File: config.mk
export PLATFORM = sky130hd
export DESIGN_NAME = reg_serial_reader_flat
export DESIGN_NICKNAME = d
export VERILOG_FILES = /design/src/rtl/reg_serial_reader_pkg.sv /design/src/rtl/reg_serial_reader_if.sv /design/src/rtl/reg_serial_reader_bit_down_counter.sv /design/src/rtl/reg_serial_reader.sv /design/src/flat_wrapper.sv
export SDC_FILE = /design/constraint.sdc
export NUM_CORES = 1
export LEC_CHECK = 0
export CELL_PAD_IN_SITES_DETAIL_PLACEMENT = 1
export CELL_PAD_IN_SITES_GLOBAL_PLACEMENT = 1
export CORE_MARGIN = 4
export CORE_UTILIZATION = 33
export DETAILED_ROUTE_END_ITERATION = 8
export PLACE_DENSITY_LB_ADDON = 0.1
export SETUP_SLACK_MARGIN = 0.4
export SLEW_MARGIN = 25
export SYNTH_ARGS = -nofsm -noshare
export SYNTH_HDL_FRONTEND = slang
export SYNTH_SLANG_ARGS = --single-unit
File: constraint.sdc
create_clock -name clk -period 1.35 [get_ports clk]
set_clock_uncertainty 0.05 [all_clocks]
set_input_delay 0.27 -clock clk [delete_from_list [all_inputs] [get_ports clk]]
set_output_delay 0.27 -clock clk [all_outputs]
set_load 0.005 [all_outputs]
File: src/rtl/reg_serial_reader_pkg.sv
// Shared definitions for the register readback serializer: FSM state encodings
// and the default register width used across the register and datapath blocks.
package reg_serial_reader_pkg;

    localparam int SSP_WIDTH = 8;

    typedef enum logic [1:0] {
        ST_IDLE  = 2'b00,
        ST_SHIFT = 2'b01,
        ST_DONE  = 2'b10
    } state_e;

endpackage

File: src/rtl/reg_serial_reader_if.sv
// Readback bus: Start/Din request side plus the bit-serial valid/ready stream and status.
// The master modport is the reader; the slave modport is the requester/sink side.
interface reg_serial_reader_if
    import reg_serial_reader_pkg::*;
#(
    parameter int N = SSP_WIDTH
);
    logic         Start;
    logic [N-1:0] Din;
    logic         Sout;
    logic         Svalid;
    logic         Sready;
    logic         Busy;
    logic         Done;

    modport master (
        input  Start, Din, Sready,
        output Sout, Svalid, Busy, Done
    );

    modport slave (
        output Start, Din, Sready,
        input  Sout, Svalid, Busy, Done
    );
endinterface

File: src/rtl/reg_serial_reader_bit_down_counter.sv
// Loadable down-counter that flags zero; Load has priority over Dec.
// Latency: count updates on the edge after Load/Dec. No backpressure of its own.
module bit_down_counter #(
    parameter int W = 3
) (
    input  logic         clk,
    input  logic         reset,
    input  logic         Load,
    input  logic         Dec,
    input  logic [W-1:0] Lval,
    output logic         Zero
);
    logic [W-1:0] cnt_q, cnt_d;

    always_comb begin
        cnt_d = cnt_q;
        if (Load) begin
            cnt_d = Lval;
        end else if (Dec && (cnt_q != '0)) begin
            cnt_d = cnt_q - 1'b1;
        end
    end

    always_ff @(posedge clk or negedge reset) begin
        if (!reset) begin
            cnt_q <= '0;
        end else begin
            cnt_q <= cnt_d;
        end
    end

    assign Zero = (cnt_q == '0);
endmodule

File: src/rtl/reg_serial_reader.sv
// Captures Din on an accepted Start and streams it one bit per valid/ready transfer.
// Latency: first bit valid the cycle after Start; Done pulses one cycle after the last transfer.
// Backpressure: Sready low holds Sout, shift reg and counter; Start is ignored while Busy.
module reg_serial_reader
    import reg_serial_reader_pkg::*;
#(
    parameter int N         = SSP_WIDTH,
    parameter bit MSB_FIRST = 1'b0
) (
    input  logic               clk,
    input  logic               reset,
    reg_serial_reader_if.master bus
);
    localparam int              CW   = (N > 1) ? $clog2(N) : 1;
    localparam logic [CW-1:0]   LAST = CW'(N - 1);

    state_e       state_q, state_d;
    logic [N-1:0] shift_q, shift_d;
    logic         cnt_load;
    logic         cnt_dec;
    logic         cnt_zero;

    bit_down_counter #(
        .W (CW)
    ) u_cnt (
        .clk   (clk),
        .reset (reset),
        .Load  (cnt_load),
        .Dec   (cnt_dec),
        .Lval  (LAST),
        .Zero  (cnt_zero)
    );

    always_comb begin
        state_d  = state_q;
        shift_d  = shift_q;
        cnt_load = 1'b0;
        cnt_dec  = 1'b0;
        case (state_q)
            ST_IDLE: begin
                if (bus.Start) begin
                    state_d  = ST_SHIFT;
                    shift_d  = bus.Din;
                    cnt_load = 1'b1;
                end
            end
            ST_SHIFT: begin
                if (bus.Sready) begin
                    // The final transfer leaves the shift reg untouched; only the state moves on.
                    if (cnt_zero) begin
                        state_d = ST_DONE;
                    end else begin
                        cnt_dec = 1'b1;
                        shift_d = MSB_FIRST ? (shift_q << 1) : (shift_q >> 1);
                    end
                end
            end
            ST_DONE: begin
                state_d = ST_IDLE;
            end
            default: begin
                state_d = ST_IDLE;
            end
        endcase
    end

    always_ff @(posedge clk or negedge reset) begin
        if (!reset) begin
            state_q <= ST_IDLE;
            shift_q <= '0;
        end else begin
            state_q <= state_d;
            shift_q <= shift_d;
        end
    end

    assign bus.Svalid = (state_q == ST_SHIFT);
    assign bus.Busy   = (state_q != ST_IDLE);
    assign bus.Done   = (state_q == ST_DONE);
    assign bus.Sout   = MSB_FIRST ? shift_q[N-1] : shift_q[0];
endmodule

File: src/flat_wrapper.sv
// flat-port wrapper written by rule: the top's interface ports become plain ports
module reg_serial_reader_flat import reg_serial_reader_pkg::*;
#(
    parameter int N         = SSP_WIDTH,
    parameter bit MSB_FIRST = 1'b0
)
  (clk, reset, bus_Start, bus_Din, bus_Sready, bus_Sout, bus_Svalid, bus_Busy, bus_Done);
  reg_serial_reader_if #(.N(N)) bus_i ();
  input  logic clk;
  input  logic reset;
  input wire logic [$bits(bus_i.Start)-1:0] bus_Start;
  input wire logic [$bits(bus_i.Din)-1:0] bus_Din;
  input wire logic [$bits(bus_i.Sready)-1:0] bus_Sready;
  output wire logic [$bits(bus_i.Sout)-1:0] bus_Sout;
  output wire logic [$bits(bus_i.Svalid)-1:0] bus_Svalid;
  output wire logic [$bits(bus_i.Busy)-1:0] bus_Busy;
  output wire logic [$bits(bus_i.Done)-1:0] bus_Done;
  assign bus_i.Start = bus_Start;
  assign bus_i.Din = bus_Din;
  assign bus_i.Sready = bus_Sready;
  assign bus_Sout = bus_i.Sout;
  assign bus_Svalid = bus_i.Svalid;
  assign bus_Busy = bus_i.Busy;
  assign bus_Done = bus_i.Done;
  reg_serial_reader #(.N(N), .MSB_FIRST(MSB_FIRST)) u_core (.clk(clk), .reset(reset), .bus(bus_i));
endmodule
==> out/metrics.csv, run 1 <==
stage,metric,value,unit
outcome,status,"finished, violations left",
outcome,violations,negative setup slack,
yosys,synth_area_leader_cell,dfrtp_1,
power,p_switching,0.880,mW
floorplan,die_y,54.3,um
timing,setup_viol,12,
drt,drc,0,
yosys,synth.area.top_cells,"dfrtp_1 46%, o32ai_1 8.7%, a21oi_1 7.1%, nor2_1 6.4%, ha_1 3.5%",
clock_network,clkLatencyLatePin,0.28,ns
layout,layout_commonest_cell,dfrtp_1,
setup_path,slowest_delay,0.43,ns
global_route,grt_first_pass_wirelength,3650,um
power,p_per_area,1930,mW/mm^2
setup_path,worstSetupEndpointType,output port,
floorplan,die_area,0.00295,mm^2
power,p_sw_frac,0.373,
timing,slew_headroom,0.821,
yosys,synth_fp_nets,82,
power,p_leak,0.512,nW
drt,wl_per_cell,16.8,um
setup_path,r2r_slack,-0.11,ns
drt,dr.pass1.iters,3,
setup_path,cp_common_cell,buf_6,
clock_network,cts_buffers,3,
power,seqPwrFrac,0.301,
clock_network,cts.htree.levels,1,
place,gp_congestion,0.715,
power,p_int,1.48,mW
drt,via_count,663,
clock_network,ctsHoldBuffers,0,
yosys,synth_top_area_frac,0.460,
setup_path,crit_required,1.03,ns
power,comb_power_share,0.592,
layout,drive_gt1_frac,0.490,
drt,routed_wl,2200,um
yosys,synth_cells,68,
floorplan,io_pins,16,
global_route,grt_usage,0.179,
yosys,syn_area,707,um^2
floorplan,rows,16,
layout,design_area,0.00122,mm^2
clock_network,cts-root-buf,clkbuf_4,
timing,fmax,680,MHz
timing,final.setup.worst_slack,-0.121,ns
timing,fin_crit_sh,1.09,
clock_network,cts_tree,done,
clock_network,clk_pin_slew,0.09,ns
place,dp_slack,-0.523,ns
setup_path,r2r-end,u_core.shift_q[6],
timing,max_slew.worst_pin.slew,0.266,ns
timing,drv_slew,0,
job,cap_violations,0,
yosys,yosysSeqAreaShare,0.460,
drt,drt_iter0_drc,9,
yosys,avgSynthCellArea,10.4,um^2
layout,area_delta_synth_final,73.1,%
place,hpwl,1380,um
yosys,ys_seq_elements,13,
setup_path,ff2ff_path_depth,5,
setup_path,criticalPathCategory,register to output port,
timing,period_minus_slack,1.47,ns
setup_path,r2r-start,u_core.state_q[1],
yosys,synth_cell_types,24,
power,peakVddDrop,1.09,mV
power,clkPwrFrac,0.107,
setup_path,critical_path.startpoint_type,register,
clock_network,clk_path_buf_depth,2,
timing,hold_viol,0,
global_route,grt_pass1_vias,766,
setup_path,critPathMaxFanout,4,
worst_hold_path,hold_path.class,primary input to asynchronous set/reset pin,
floorplan,die_w,54.3,um
clock_network,cts_sinks,13,
layout,fin_nets,119,
drt,post_drt_via_cell_ratio,5.06,
layout,final_cell_mix,"12 x dfrtp_1, 11 x nor2_1, 10 x clkdlybuf4s50_1, 10 x buf_4",
setup_path,path_cells,"buf_6, and2b_2, buf_6",
floorplan,core_area,0.00200,mm^2
layout,diodes,0,
setup_path,arrival,1.15,ns
global_route,gr-total-overflow,0,
yosys,synth-warning-count,0,
place,placed_area,0.00107,mm^2
timing,grt_setup_unrepaired,true,
global_route,grt_max_degree,14,
place,port-buffer-count,15,
floorplan,initial_utilization,0.353,
drt,drtAntennaViolNets,0,
timing,fin_tns_setup,-1.19,ns
setup_path,worst_path_max_delay_cell,dfrtp_2,
global_route,antenna_found_initial,0,
[kinds of logic (layout without fill, tap and decap cells)]
kind of cell	after synthesis	count (layout)	synth area share
compound gates	19	19	0.182
fa+ha+maj	2	2	0.0354
buf+inv	6	42	0.0566
flops	13	13	0.460
mux	2	2	0.0283
simple gates	26	26	0.237
[metrics by stage]
step           cells  total power, mW  utilization  hold WS [ns]
2_1_floorplan     68             1.40            -       -0.0756
3_3_place_gp     120             1.82        0.535         0.486
3_5_place_dp     120             1.86        0.535         0.509
4_1_cts          131             2.27        0.594         0.254
5_1_grt          131             2.54        0.611         0.249
6_report         131             2.36        0.611         0.251
[final cells by class]
cell class	count	area [um^2]
sequential	13	327
inverter	2	7.51
fill	214	778
timing repair buffer	36	360
multi-input combinational	49	469
tap	27	33.8
clock buffer	4	26.3
[synthesized netlist by cell type]
cell type and count:
nand3b_1 1, a211o_1 1, and2b_1 1, buf_2 2, a21oi_1 10, inv_1 2
nand2_1 1, nor3b_1 1, or3b_1 1, and2b_2 1, nor2b_1 1, dfrtp_1 13
nand3_2 1, nor3_1 1, buf_6 2, mux2i_1 2, or2_2 1, a311oi_1 1
nor3b_4 1, nand3b_4 1, nand2b_1 2, ha_1 2, o32ai_1 7, nor2_1 12
[critical path: cells and delay by family (launching register included)]
family                 cells  cell delay, ns
and+or+nand+nor            1            0.22
buffers and inverters      2            0.22
DFF                        1            0.43
[sequential cells by signal, indices dropped and copies added (netlist names)]
| name | count |
|---|---|
| u_core.shift_q | 8 |
| u_core.state_q | 2 |
| u_core.u_cnt.cnt_q | 3 |
[how the worst max path moves through the flow]
stage / startpoint / end / slack [ns] / cells past startpoint
floorplan: u_core.state_q[1] / u_core.shift_q[0] / 0.04 / 5
finish: u_core.state_q[1] / bus_Svalid / -0.12 / 3
detailed placement: u_core.u_cnt.cnt_q[1] / u_core.shift_q[0] / -0.52 / 5
global route: u_core.state_q[1] / u_core.shift_q[5] / -0.20 / 7
global placement: u_core.u_cnt.cnt_q[1] / u_core.shift_q[3] / -0.49 / 5
CTS: u_core.state_q[1] / bus_Svalid / -0.13 / 3
[what timing repair did]
item | CTS | global route
setup endpoints to repair | 17 | 17
gates resized for setup | 30 | 6
pin swaps | 1 | 1
buffers inserted | 7 | 0
[layer usage]
| layer | track usage | routed length (um) | up-vias | part of all wire |
|---|---|---|---|---|
| li1 | - | - | 318 | - |
| met1 | 0.210 | 883 | 327 | 0.40 |
| met2 | 0.299 | 1170 | 14 | 0.53 |
| met3 | 0.0518 | 105 | 4 | 0.048 |
| met4 | 0.0788 | 36 | 0 | 0.016 |
| met5 | 0 | 0 | - | 0 |
[power groups by stage]
stage | sequential (mW) | combinational, mW | clock (mW)
after floorplan | 0.666 | 0.736 | 0
after global placement | 0.697 | 1.12 | 0
after detailed placement | 0.702 | 1.16 | 0
after CTS | 0.700 | 1.32 | 0.257
after global routing | 0.737 | 1.52 | 0.284
final | 0.710 | 1.40 | 0.251
(Power assumes the default switching activity.)
==> inputs of run 2 (changes only) <==
- RECOVER_POWER: default -> 100
==> run 2 against run 1 <==
  * The flow still finishes with violations (negative setup slack)
  * Register-to-register slack about the same
  * Total power decreased by 1.6%
  * Worst setup slack improved by 0.0015 ns
  * Highest routed layer unchanged
==> out/metrics.csv, run 2 (synthesis gave the netlist of run 1 again) <==
stage,metric,value,unit
outcome,status,"finished, violations left",
outcome,violations,negative setup slack,
floorplan,initial_utilization,0.353,
floorplan,die_w,54.3,um
layout,reg_top3,"u_core.shift_q x8, u_core.u_cnt.cnt_q x3, u_core.state_q x2",
global_route,antenna_found_initial,0,
floorplan,core_area,0.00200,mm^2
setup_path,critical_path.startpoint_type,register,
timing,drv_slew,0,
global_route,grt_max_degree,14,
clock_network,cts.htree.levels,1,
drt,dr.pass1.iters,3,
layout,diodes,0,
drt,drtAntennaViolNets,0,
timing,fmax,681,MHz
floorplan,die_y,54.3,um
layout,multi_input_area,469,um^2
power,p_leak,0.500,nW
power,clkPwrFrac,0.108,
floorplan,rows,16,
power,peakVddDrop,1.09,mV
layout,fin_nets,119,
clock_network,cts_buffers,3,
setup_path,path_cells,"buf_6, and2b_2, buf_6",
floorplan,die_area,0.00295,mm^2
power,p_per_area,1920,mW/mm^2
timing,fin_crit_sh,1.09,
clock_network,cts_tree,done,
clock_network,cts_sinks,13,
place,hpwl,1380,um
setup_path,arrival,1.15,ns
power,p_total,2.32,mW
global_route,gr-total-overflow,0,
drt,post_drt_via_cell_ratio,5.04,
layout,regMostFlops,u_core.shift_q,
timing,slew_headroom,0.470,
drt,via_count,660,
power,comb_power_share,0.586,
layout,fillers,217,
global_route,grt_usage,0.179,
timing,period_minus_slack,1.47,ns
clock_network,ctsHoldBuffers,0,
clock_network,clkLatencyLatePin,0.28,ns
setup_path,crit_required,1.03,ns
timing,final.setup.worst_slack,-0.119,ns
timing,max_slew.worst_pin.slew,0.795,ns
layout,layout.area.seq,327,um^2
global_route,grt_pass1_vias,766,
timing,grt_setup_unrepaired,true,
layout,layout_commonest_cell,dfrtp_1,
timing,setup_viol,12,
setup_path,critPathMaxFanout,4,
power,p_sw_frac,0.378,
setup_path,cp_common_cell,buf_6,
layout,drive_gt1_frac,0.462,
place,gp_congestion,0.715,
drt,wl_per_cell,16.8,um
clock_network,clk_pin_slew,0.09,ns
power,p_switching,0.876,mW
drt,routed_wl,2210,um
power,seqPwrFrac,0.305,
layout,final_cell_mix,"12 x dfrtp_1, 11 x nor2_1, 9 x a21oi_1, 9 x clkdlybuf4s50_1, 9 x buf_4",
setup_path,worstSetupEndpointType,output port,
job,cap_violations,0,
place,port-buffer-count,15,
setup_path,worst_path_max_delay_cell,dfrtp_2,
timing,fin_tns_setup,-1.22,ns
place,placed_cells,120,
worst_hold_path,hold_path.class,primary input to register,
clock_network,clk_path_buf_depth,2,
power,p_int,1.44,mW
global_route,grt_first_pass_wirelength,3650,um
clock_network,cts-root-buf,clkbuf_4,
layout,largest_reg_flops,8,
timing,hold_viol,0,
drt,drc,0,
layout,area_delta_synth_final,70.4,%
floorplan,io_pins,16,
setup_path,slowest_delay,0.43,ns
layout,layoutNonFillerInstCount,131,
setup_path,criticalPathCategory,register to output port,
drt,drt_iter0_drc,15,
[run 2: final cells by class]
type,instances,share of cell area
clock buffer,4,0.0218
inverter,2,0.00623
multi-input combinational,49,0.389
sequential,13,0.271
tap,27,0.0280
timing repair buffer,36,0.283
[run 2: critical path, delay by kind of cell (launching register included)]
kind                   cells  cell delay, ns
buffers and inverters      2            0.22
AND/OR/NAND/NOR            1            0.22
flip-flops                 1            0.43
[run 2: worst paths after layout]
| path | start | end | slack (ns) | cells past startpoint |
|---|---|---|---|---|
| max | u_core.state_q[1] | bus_Svalid | -0.12 | 3 |
| max in group asynchronous | reset | u_core.state_q[1] | 0.17 | 2 |
| max reg2reg | u_core.state_q[1] | u_core.shift_q[6] | -0.11 | 5 |
| min | bus_Start | u_core.state_q[0] | 0.50 | 4 |
| min in group asynchronous | reset | u_core.state_q[0] | 0.53 | 2 |
| min reg2reg | u_core.shift_q[0] | u_core.shift_q[0] | 0.52 | 2 |
[run 2: through the flow]
stage	instance area [um^2]	utilization	hold slack [ns]	setup WS [ns]
floorplan	798	-	-0.0756	0.0440
global placement	1070	0.535	0.486	-0.495
detailed placement	1070	0.535	0.509	-0.523
CTS	1190	0.594	0.254	-0.132
global route	1200	0.602	0.511	-0.204
finish	1200	0.602	0.503	-0.119
[run 2: timing repair]
action                     4_1_cts  5_1_grt
pin swaps                        1        1
setup buffers                    7        0
gates resized for setup         30        6
setup endpoints to repair       17       17
[run 2: power by group through the flow]
stage / registers, mW / clock network [mW] / logic [mW]
2_1_floorplan: 0.666 / 0 / 0.736
3_3_place_gp: 0.697 / 0 / 1.12
3_5_place_dp: 0.702 / 0 / 1.16
4_1_cts: 0.700 / 0.257 / 1.32
5_1_grt: 0.733 / 0.284 / 1.48
6_report: 0.708 / 0.251 / 1.36
[run 2: layer usage]
layer / wire (um) / global-route usage / share of wire
met5: 0 / 0 / 0
met2: 1160 / 0.299 / 0.53
met3: 105 / 0.0518 / 0.048
met4: 36 / 0.0788 / 0.016
met1: 905 / 0.210 / 0.41
